--- config.mk ---
export PLATFORM = sky130hd
export DESIGN_NAME = btn_debounce_rpt
export DESIGN_NICKNAME = d
export VERILOG_FILES = /design/src/rtl/btn_debounce_rpt.sv
export SDC_FILE = /design/constraint.sdc
export NUM_CORES = 1
export LEC_CHECK = 0
export ABC_AREA = 1
export CORE_ASPECT_RATIO = 1.75
export CORE_MARGIN = 8
export CORE_UTILIZATION = 65
export CTS_CLUSTER_DIAMETER = 150
export DETAILED_ROUTE_END_ITERATION = 10
export PLACE_DENSITY = 0.87
export SETUP_SLACK_MARGIN = 0.3
export SLEW_MARGIN = 30
export SYNTH_ARGS = -nofsm -noshare
export SYNTH_HDL_FRONTEND = slang
export SYNTH_SLANG_ARGS = --single-unit
--- constraint.sdc ---
create_clock -name clk -period 8.7 [get_ports clk]
set_clock_uncertainty 0.05 [all_clocks]
set_input_delay 1.74 -clock clk [delete_from_list [all_inputs] [get_ports clk]]
set_output_delay 1.74 -clock clk [all_outputs]
set_load 0.01 [all_outputs]
--- src/rtl/btn_debounce_rpt.sv ---
// Pushbutton conditioner: synchronizes raw buttons, debounces them on clk_k sample
// ticks and emits one-clk press / auto-repeat / release pulses per button.

module btn_debounce_lane #(
  parameter int STABLE_TICKS = 8,
  parameter int RPT_DELAY    = 1000,
  parameter int RPT_RATE     = 200
) (
  input  logic clk,
  input  logic reset,
  input  logic tick,
  input  logic s,
  output logic level,
  output logic press,
  output logic rpt,
  output logic rel
);
  localparam int CW   = $clog2(STABLE_TICKS + 1);
  localparam int RMAX = (RPT_DELAY > RPT_RATE) ? RPT_DELAY : RPT_RATE;
  localparam int RW   = $clog2(RMAX + 1);
  localparam logic [CW-1:0] ST_LAST  = CW'(STABLE_TICKS - 1);
  localparam logic [RW-1:0] DLY_LAST = RW'((RPT_DELAY > 0) ? RPT_DELAY - 1 : 0);
  localparam logic [RW-1:0] RTE_LAST = RW'(RPT_RATE - 1);

  typedef enum logic [1:0] {IDLE, DELAY, REPEAT, HOLD} st_t;

  st_t           st_q, st_d;
  logic [CW-1:0] dcnt_q, dcnt_d;
  logic [RW-1:0] rcnt_q, rcnt_d;
  logic          level_q, level_d;
  logic          press_q, press_d;
  logic          rpt_q, rpt_d;
  logic          rel_q, rel_d;

  always_comb begin
    st_d    = st_q;
    dcnt_d  = dcnt_q;
    rcnt_d  = rcnt_q;
    level_d = level_q;
    press_d = 1'b0;
    rpt_d   = 1'b0;
    rel_d   = 1'b0;
    if (tick) begin
      if (s == level_q) begin
        dcnt_d = '0;
      end else if (dcnt_q == ST_LAST) begin
        level_d = ~level_q;
        dcnt_d  = '0;
      end else begin
        dcnt_d = dcnt_q + CW'(1);
      end

      // A level edge overrides any repeat due on the same tick.
      if (!level_q && level_d) begin
        press_d = 1'b1;
        rpt_d   = 1'b1;
        rcnt_d  = '0;
        st_d    = (RPT_DELAY == 0) ? HOLD : DELAY;
      end else if (level_q && !level_d) begin
        rel_d  = 1'b1;
        rcnt_d = '0;
        st_d   = IDLE;
      end else begin
        case (st_q)
          DELAY: begin
            if (rcnt_q == DLY_LAST) begin
              rpt_d  = 1'b1;
              rcnt_d = '0;
              st_d   = REPEAT;
            end else begin
              rcnt_d = rcnt_q + RW'(1);
            end
          end
          REPEAT: begin
            if (rcnt_q == RTE_LAST) begin
              rpt_d  = 1'b1;
              rcnt_d = '0;
            end else begin
              rcnt_d = rcnt_q + RW'(1);
            end
          end
          default: ;
        endcase
      end
    end
  end

  always_ff @(posedge clk or posedge reset) begin
    if (reset) begin
      st_q    <= IDLE;
      dcnt_q  <= '0;
      rcnt_q  <= '0;
      level_q <= 1'b0;
      press_q <= 1'b0;
      rpt_q   <= 1'b0;
      rel_q   <= 1'b0;
    end else begin
      st_q    <= st_d;
      dcnt_q  <= dcnt_d;
      rcnt_q  <= rcnt_d;
      level_q <= level_d;
      press_q <= press_d;
      rpt_q   <= rpt_d;
      rel_q   <= rel_d;
    end
  end

  assign level = level_q;
  assign press = press_q;
  assign rpt   = rpt_q;
  assign rel   = rel_q;
endmodule

module btn_debounce_rpt #(
  parameter int N_BTN        = 4,
  parameter int STABLE_TICKS = 8,
  parameter int RPT_DELAY    = 1000,
  parameter int RPT_RATE     = 200
) (
  input  logic             clk,
  input  logic             reset,
  input  logic             clk_k,
  input  logic [N_BTN-1:0] btn_raw,
  output logic [N_BTN-1:0] btn_level,
  output logic [N_BTN-1:0] btn_press,
  output logic [N_BTN-1:0] btn_rpt,
  output logic [N_BTN-1:0] btn_release
);
  logic             clk_k_q, clk_k_d;
  logic [N_BTN-1:0] sync1_q, sync1_d;
  logic [N_BTN-1:0] sync2_q, sync2_d;
  logic             tick;

  // clk_k already comes from a clk-domain register, so only edge detection is needed.
  assign tick = clk_k & ~clk_k_q;

  always_comb begin
    clk_k_d = clk_k;
    sync1_d = btn_raw;
    sync2_d = sync1_q;
  end

  always_ff @(posedge clk or posedge reset) begin
    if (reset) begin
      clk_k_q <= 1'b0;
      sync1_q <= '0;
      sync2_q <= '0;
    end else begin
      clk_k_q <= clk_k_d;
      sync1_q <= sync1_d;
      sync2_q <= sync2_d;
    end
  end

  for (genvar i = 0; i < N_BTN; i++) begin : g_lane
    btn_debounce_lane #(
      .STABLE_TICKS (STABLE_TICKS),
      .RPT_DELAY    (RPT_DELAY),
      .RPT_RATE     (RPT_RATE)
    ) u_lane (
      .clk   (clk),
      .reset (reset),
      .tick  (tick),
      .s     (sync2_q[i]),
      .level (btn_level[i]),
      .press (btn_press[i]),
      .rpt   (btn_rpt[i]),
      .rel   (btn_release[i])
    );
  end
endmodule

==> Word-level counts from Yosys, hierarchy flattened <==
Index checks and enable logic that the tools add are counted.
{ "classes": {"addsub": 8, "eq_ne": 24, "bitwise_logic": 6, "n_reduce_logical": 36, "n_mux": 100} }
{ "op_table": {"columns": ["cell", "count"], "rows": [
  ["10-bit 2-to-1 mux", 16],
  ["10-bit one-hot mux with 2 select lines", 4],
  ["1-bit 2-to-1 mux", 52],
  ["10-bit by 1-bit adder with 10-bit output (second input constant)", 4],
  ["10-bit equality test (second input constant)", 4],
  ["10-bit by 8-bit equality test with 1-bit output (second input constant)", 4],
  ["2-bit 2-to-1 mux", 16],
  ["4-bit 2-to-1 mux", 8],
  ["3-bit nonzero test", 8],
  ["4-bit by 1-bit adder with 4-bit output (second input constant)", 4],
  ["4-bit by 3-bit equality test with 1-bit output (second input constant)", 4],
  ["4-bit nonzero test", 4],
  ["3-bit AND reduction", 4],
  ["2-bit by 1-bit equality test with 1-bit output (second input constant)", 4],
  ["2-bit equality test (second input constant)", 4],
  ["1-bit logical AND", 8],
  ["1-bit zero test", 8],
  ["1-bit one-hot mux with 2 select lines", 4],
  ["2-bit AND reduction", 4],
  ["1-bit inverter", 5],
  ["1-bit equality test", 4],
  ["1-bit bitwise AND", 1]
]} }
{ "word_totals": {"regBits": 89, "elab_cells": 205, "output_inout_bits": 16} }

==> Logic depth before layout (Yosys ltp) <==
Gate-level depths: netlist of run 1.
{ "depth": {"depth_word": 9, "mapped_depth": 13} }

==> By module <==
From an unflattened synthesis of run 1, not the netlist that was laid out.
{ "hier_totals": {"cells_unflattened": 669, "area_unflattened_um2": 5459.0} }
{ "modules_own_cells": {"columns": ["module", "cells_each", "area_per_inst_um2", "instances"], "rows": [
  ["btn_debounce_lane (g_lane[0].u_lane ...)", 164, 1298.7, 3],
  ["btn_debounce_lane (g_lane[3].u_lane)", 165, 1323.8, 1],
  ["btn_debounce_rpt", 12, 239.0, 1]
]} }

==> Worst setup path after synthesis of run 1 <==
OpenSTA, ideal clock, no wires.
{ "synth_timing": {"kind": "input to register", "start": "input clk_k", "end": "register g_lane[1].u_lane.rcnt_q[9]", "setup_slack_ns": 6.048, "arrival_ns": 2.488, "cell_stages": 10, "path_cell_list": "inv_2 nor2_4 buf_6 nand2_4 inv_2 nand3_1 nor2_1 nand2_1 nand2_1 nor2_1"} }
{ "synth_between": {"elab_chain_cells": 2} }
{ "synth_rtl": {"columns": ["item", "line_no", "source"], "rows": [
  ["start, declared", "122", "input logic clk_k,"],
  ["1-bit bitwise AND", "135", "assign tick = clk_k & ~clk_k_q;"],
  ["2-bit AND reduction (no line)", null, null],
  ["end signal, assigned", "100", "rcnt_q <= rcnt_d;"],
  ["end, declared", "29", "logic [RW-1:0] rcnt_q, rcnt_d;"]
]} }
Every way passes these cells.
A chain may end at the register's enable or synchronous reset.

==> Final worst setup path of run 1 <==
{ "layout_timing": {"start": "input clk_k", "end": "register g_lane[0].u_lane.rcnt_q[6]"} }
{ "layout_between": {"elab_chain_cells": 2} }
{ "layout_rtl": {"columns": ["item", "line_no"], "rows": [
  ["1-bit bitwise AND", "135"],
  ["2-bit AND reduction (no line)", null],
  ["end signal, assigned", "100"],
  ["end, declared", "29"]
]} }
Every way passes these cells.

==> impl_metrics.yaml, run 1 <==
sta:
  hold_viol_final: 0
  setup_violations: 0
  period_minus_slack_ns: 3.61
  drv_slew: 0
  fin_hold_ws_ns: 0.297
  fin_crit_sh_pct: 41.5
  tightest_slew_ns: 0.792
  finalWorstSetupSlack_ns: 5.09
  fmax_ghz: 0.277
  tns_ns: 0
  rsz0062_at_grt: "false"
  relSlewSlack_pct: 47.2
critical_path:
  reg2reg_from: "g_lane[0].u_lane.dcnt_q[0]"
  r2r_slack_ns: 6.17
  path_cells: "clkdlybuf4s50_1 > inv_2 > nor2_4 > nand2_2 > inv_1 > nand2_1 > nor2_1 > xor2_1 > nor2_1"
  cp-start-kind: "input port"
  cp.arrival_ns: 3.79
  r2r_cells: 11
  r2r-end: "g_lane[0].u_lane.rcnt_q[6]"
  slowest_delay_ns: 0.58
  setup.worst_path.end_class: "flop"
  critPathKind: "in2reg"
  required_ns: 8.88
  path_max_fanout: 29
  cp_common_cell: "nor2_1"
  crit_slowest_cell: "nor2_4"
placed_design:
  port_buffers: 22
  gp_congestion: 0.927
  pre_cts_ws_ns: 4.77
  dp.cells: 714
  dp_hpwl_um: 6680
logic_synthesis:
  syn_inst: 627
  synth_nets: 662
  yosysSeqAreaShare_pct: 45.6
  netlist_area_um2: 4890
  ys_types: 27
  ys_ff_latch: 89
  syn-mean-instance-area_um2: 7.80
  ys_warn_count: 0
finish:
  syn_to_final_growth_pct: 9.52
  nets: 672
  drive_gt1_share_pct: 4.98
  final_cell_mix: "169 x nand2_1, 89 x dfrtp_1, 84 x nor2_1, 84 x inv_1, 49 x nand3_1"
  fin_cells: 730
  final_common_cell: "nand2_1"
  antennaDiodeCount: 0
die:
  die_w_um: 81.6
  die_h_um: 131
  pin_count: 23
  dieArea_um2: 10700
  rows: 42
  start_util_pct: 66.0
  core_area_um2: 7410
cts:
  postCtsResizedCells: 0
  hold_buffers: 0
  cts_buffer_depth: 2
  clock_latency_ns: 0.35
  cts_max_level: 3
  cts_setup_buffers: 0
  clk_pin_slew_worst_paths_ns: 0.06
  cts-root-buf: "clkbuf_16"
  clock-sinks: 89
  cts_tree: "built"
  numCtsBuffers: 9
worst_hold_path:
  min_path_cells: 0
  hp-class: "reg2reg"
  worstHoldStart: "sync1_q[1]"
  min_to: "sync2_q[1]"
power_and_ir_drop:
  p_seq_share_pct: 41.5
  clkPwrFrac_pct: 22.6
  peakVddDrop_uv: 194
  intPower_mw: 0.961
  total_leakage_power_nw: 2.81
  swShare_pct: 40.2
  power_density_nw_per_um2: 300
  switchingPower_mw: 0.647
  p_comb_share_pct: 35.8
job:
  max_cap_violations: 0
global_route:
  antenna_found_initial: 0
  grt-ovfl-total: 0
  grt_pass1_vias: 4038
  grt_max_degree: 90
  grt_pass1_wl_um: 16700
  grt_use_total_pct: 20.1
routing:
  drt_iter0_drc: 291
  via_count: 3946
  post_drt_wl_per_cell_um: 13.1
  drc: 0
  via_per_inst: 5.41
  first_pass_iters: 5
  ant_nets: 0
  wirelength_um: 9590
status:
  run_status: "finished clean"
-- metrics by stage --
step | util (%) | instance area (um^2) | power (mW)
3_3_place_gp | 68.4 | 5060 | 1.19
5_1_grt | 72.3 | 5350 | 1.75
4_1_cts | 72.3 | 5350 | 1.61
2_1_floorplan | - | 4890 | 1.09
3_5_place_dp | 68.4 | 5070 | 1.24
6_report | 72.3 | 5350 | 1.61
-- cell type report --
| type | instances | area, um^2 |
|---|---|---|
| sequential | 89 | 2230 |
| multi-input combinational | 425 | 2170 |
| fill | 559 | 2060 |
| inverter | 89 | 335 |
| clock buffer | 10 | 239 |
| timing repair buffer | 23 | 231 |
| tap | 88 | 110 |
| clock inverter | 6 | 43.8 |
-- worst max-delay path, delay by kind of cell --
| kind | cells | cell delay [ns] |
|---|---|---|
| buf+inv | 3 | 0.79 |
| simple gates | 5 | 1.10 |
| xor+xnor | 1 | 0.15 |
-- cell usage after synthesis --
master | count | area (um^2)
nand4_1 | 8 | 50.1
nor3_1 | 14 | 70.1
nand3_1 | 49 | 245
xnor2_1 | 2 | 17.5
nor2_4 | 2 | 22.5
ha_1 | 28 | 350
nand2_1 | 170 | 638
inv_2 | 4 | 15.0
dfrtp_1 | 89 | 2230
buf_6 | 1 | 11.3
a31oi_1 | 1 | 6.26
nand3b_1 | 1 | 7.51
buf_4 | 16 | 120
clkbuf_1 | 3 | 11.3
a22oi_1 | 4 | 30.0
inv_1 | 85 | 319
nand2_4 | 3 | 33.8
nor2_1 | 84 | 315
o22ai_1 | 3 | 18.8
nor2_2 | 3 | 18.8
nor3b_1 | 1 | 7.51
nand2_2 | 1 | 6.26
xor2_1 | 19 | 166
o21ai_0 | 19 | 95.1
buf_2 | 4 | 20.0
o21ai_1 | 2 | 10.0
a21oi_1 | 11 | 55.1
-- metal layers --
metal	part of all wire [%]	vias to the layer above	GRT usage, %
met1	38	1882	20.1
li1	-	1958	-
met3	4.4	23	5.75
met4	2.6	0	10.9
met5	0	-	0
met2	55	83	36.0
-- power by group through the flow --
stage	logic [mW]	clock network (mW)	registers, mW
global placement	0.532	0	0.660
floorplan	0.454	0	0.637
CTS	0.580	0.370	0.664
global route	0.670	0.392	0.686
finish	0.576	0.364	0.668
detailed placement	0.567	0	0.670
-- flip-flops by register name, indices dropped and copies added, names as in the netlist --
| register | flops |
|---|---|
| clk_k_q | 1 |
| g_lane.u_lane.dcnt_q | 16 |
| g_lane.u_lane.level | 4 |
| g_lane.u_lane.press | 4 |
| g_lane.u_lane.rcnt_q | 40 |
| g_lane.u_lane.rel | 4 |
| g_lane.u_lane.rpt | 4 |
| g_lane.u_lane.st_q | 8 |
| sync1_q | 4 |
| sync2_q | 4 |
-- kinds of logic (layout without fill, tap and decap cells) --
family / after synthesis / count (layout) / share of synthesized area, %
simple gates: 336 / 336 / 28.9
buf+inv: 113 / 128 / 10.2
flops: 89 / 89 / 45.6
compound gates: 40 / 40 / 4.40
fa+ha+maj: 28 / 28 / 7.17
xor+xnor: 21 / 21 / 3.76
-- how the worst max path moves through the flow --
stage / start / to / slack, ns
3_5_place_dp: clk_k / g_lane[0].u_lane.rcnt_q[6] / 4.77
6_report: clk_k / g_lane[0].u_lane.rcnt_q[6] / 5.09
4_1_cts: clk_k / g_lane[0].u_lane.rcnt_q[6] / 5.12
2_1_floorplan: reset / clk_k_q / 4.60
5_1_grt: clk_k / g_lane[0].u_lane.rcnt_q[6] / 4.91
3_3_place_gp: clk_k / g_lane[0].u_lane.rcnt_q[6] / 4.84
No activity file was read; power rests on OpenSTA's default activity.
==> run 2: changes to the inputs <==
--- a/config.mk
+++ b/config.mk
@@ -8,10 +8,10 @@
 export ABC_AREA = 1
 export CORE_ASPECT_RATIO = 1.75
 export CORE_MARGIN = 8
-export CORE_UTILIZATION = 65
+export CORE_UTILIZATION = 61
 export CTS_CLUSTER_DIAMETER = 150
 export DETAILED_ROUTE_END_ITERATION = 10
-export PLACE_DENSITY = 0.87
+export PLACE_DENSITY = 0.82
 export SETUP_SLACK_MARGIN = 0.3
 export SLEW_MARGIN = 30
 export SYNTH_ARGS = -nofsm -noshare
==> constraint.sdc (replaced) <==
create_clock -name clk -period 3.35 [get_ports clk]
set_clock_uncertainty 0.05 [all_clocks]
set_input_delay 0.67 -clock clk [delete_from_list [all_inputs] [get_ports clk]]
set_output_delay 0.67 -clock clk [all_outputs]
set_load 0.01 [all_outputs]
==> impl_metrics.yaml, run 2 (synthesized netlist as in run 1, its figures left out) <==
sta:
  fin_crit_sh_pct: 74.0
  tns_ns: 0
  drv_slew: 0
  fmax_ghz: 0.403
  hold_viol_final: 0
  setup_violations: 0
  relSlewSlack_pct: 66.6
  tightest_slew_ns: 0.496
  period_minus_slack_ns: 2.48
  rsz0062_at_grt: "false"
  finalWorstSetupSlack_ns: 0.871
routing:
  met2_length_um: 5160
  drt_iter0_drc: 199
  wl_met3_um: 306
  drt-met1-wl_um: 3810
  wirelength_um: 9520
  topRoutingLayerUsed: "met4"
  post_drt_wl_per_cell_um: 13.0
  ant_nets: 0
  first_pass_iters: 5
  via_per_inst: 5.39
  drc: 0
  via_count: 3958
critical_path:
  cp-start-kind: "flop"
  r2r_cells: 11
  critPathKind: "reg2reg"
  setup.worst_path.end_class: "flop"
  slowest_delay_ns: 0.44
  r2r-end: "g_lane[3].u_lane.rcnt_q[2]"
  reg2reg_from: "g_lane[3].u_lane.dcnt_q[0]"
  required_ns: 3.56
  r2r_slack_ns: 0.87
  path_cells: "ha_1 > nand3_1 > o21ai_0 > inv_1 > ha_1 > nand2_1 > nand2_4 > inv_2 > nand2_1 > xor2_1 > a21oi_1"
  cp.arrival_ns: 2.69
  path_max_fanout: 15
  crit_slowest_cell: "o21ai_0"
cts:
  clock-sinks: 89
  clk_pin_slew_worst_paths_ns: 0.06
  numCtsBuffers: 9
  cts_setup_buffers: 0
  cts-root-buf: "clkbuf_16"
  cts_max_level: 3
  hold_buffers: 0
  cts_tree: "built"
  cts_buffer_depth: 2
  clock_latency_ns: 0.34
  postCtsResizedCells: 0
finish:
  fin_util_pct: 68.8
  antennaDiodeCount: 0
  nets: 676
  largest_register_ffs: 40
  layout.area.seq_um2: 2230
  multiInputGateArea_um2: 2160
  final_cell_mix: "170 x nand2_1, 89 x dfrtp_1, 84 x nor2_1, 84 x inv_1, 49 x nand3_1"
  syn_to_final_growth_pct: 10.6
  final_common_cell: "nand2_1"
  drive_gt1_share_pct: 4.96
  regMostFlops: "g_lane.u_lane.rcnt_q"
  n_fill_cell: 603
  reg.largest.list: "g_lane.u_lane.rcnt_q (40), g_lane.u_lane.dcnt_q (16), g_lane.u_lane.st_q (8)"
placed_design:
  dp_hpwl_um: 6730
  gp_congestion: 0.896
  port_buffers: 22
  pre_cts_ws_ns: 0.850
die:
  core_area_um2: 7860
  rows: 43
  pin_count: 23
  die_h_um: 134
  start_util_pct: 62.2
  dieArea_um2: 11200
  die_w_um: 83.7
global_route:
  antenna_found_initial: 0
  grt-ovfl-total: 0
  grt_max_degree: 48
  grt_pass1_vias: 3933
  grt_use_total_pct: 17.5
  grt_pass1_wl_um: 16600
worst_hold_path:
  min_to: "sync2_q[0]"
  worstHoldStart: "sync1_q[0]"
  min_path_cells: 0
  hp-class: "reg2reg"
power_and_ir_drop:
  total_leakage_power_nw: 2.84
  total_power_mw: 4.22
  peakVddDrop_uv: 432
  power_density_nw_per_um2: 780
status:
  run_status: "finished clean"
job:
  max_cap_violations: 0
## run 2: changes by cell type in the layout (fill, tap and decap cells not counted), sizes merged
cell | before | now
buf | 1 | 5
clkbuf | 10 | 13
clkinv | 3 | 1
clkinvlp | 4 | 1
bufinv | 0 | 1
## run 2: per-layer routing
| layer | vias to the layer above | global-route usage, % |
|---|---|---|
| met2 | 81 | 32.4 |
| li1 | 1973 | - |
| met5 | - | 0 |
| met4 | 0 | 8.40 |
| met1 | 1880 | 18.0 |
| met3 | 24 | 3.46 |
## run 2: final cells by class
class                           count  area share [%]
Inverter                           89            6.20
Tap cell                           90            2.08
Sequential cell                    89            41.2
Multi-Input combinational cell    425            40.0
Clock buffer                       13            4.81
Timing Repair Buffer               27            5.00
Clock inverter                      2           0.694
## run 2: power by group
part	switching (mW)	total [mW]	internal, mW	leakage [nW]
registers	0.319	1.73	1.41	1.13
logic	0.913	1.48	0.569	1.57
clock network	0.395	1.01	0.615	0.142
## run 2: worst max-delay path by stage
stage / from / end / slack (ns) / cells after the start
5_1_grt: g_lane[3].u_lane.dcnt_q[0] / g_lane[3].u_lane.rcnt_q[3] / 0.64 / 11
6_report: g_lane[3].u_lane.dcnt_q[0] / g_lane[3].u_lane.rcnt_q[2] / 0.87 / 11
3_3_place_gp: g_lane[3].u_lane.dcnt_q[0] / g_lane[3].u_lane.rcnt_q[3] / 0.96 / 11
4_1_cts: g_lane[3].u_lane.dcnt_q[0] / g_lane[3].u_lane.rcnt_q[2] / 0.85 / 11
3_5_place_dp: clk_k / g_lane[2].u_lane.rcnt_q[5] / 0.85 / 10
2_1_floorplan: reset / clk_k_q / 0.32 / 1
## run 2: stage by stage
stage	cell area (um^2)	hold slack (ns)	std cells
6_report	5410	0.300	735
5_1_grt	5410	0.307	735
4_1_cts	5410	0.303	735
3_5_place_dp	5110	0.290	720
3_3_place_gp	5110	0.286	720
2_1_floorplan	4890	0.281	627
## run 2: worst max-delay path: cells and delay by family, from the launching register on
family	cells	cell delay, ns
AOI/OAI and AO/OA	2	0.56
DFF	1	0.40
xor gates and xnor gates	1	0.15
and+or+nand+nor	4	0.42
buffers and inverters	2	0.31
adders and majority gates	2	0.52
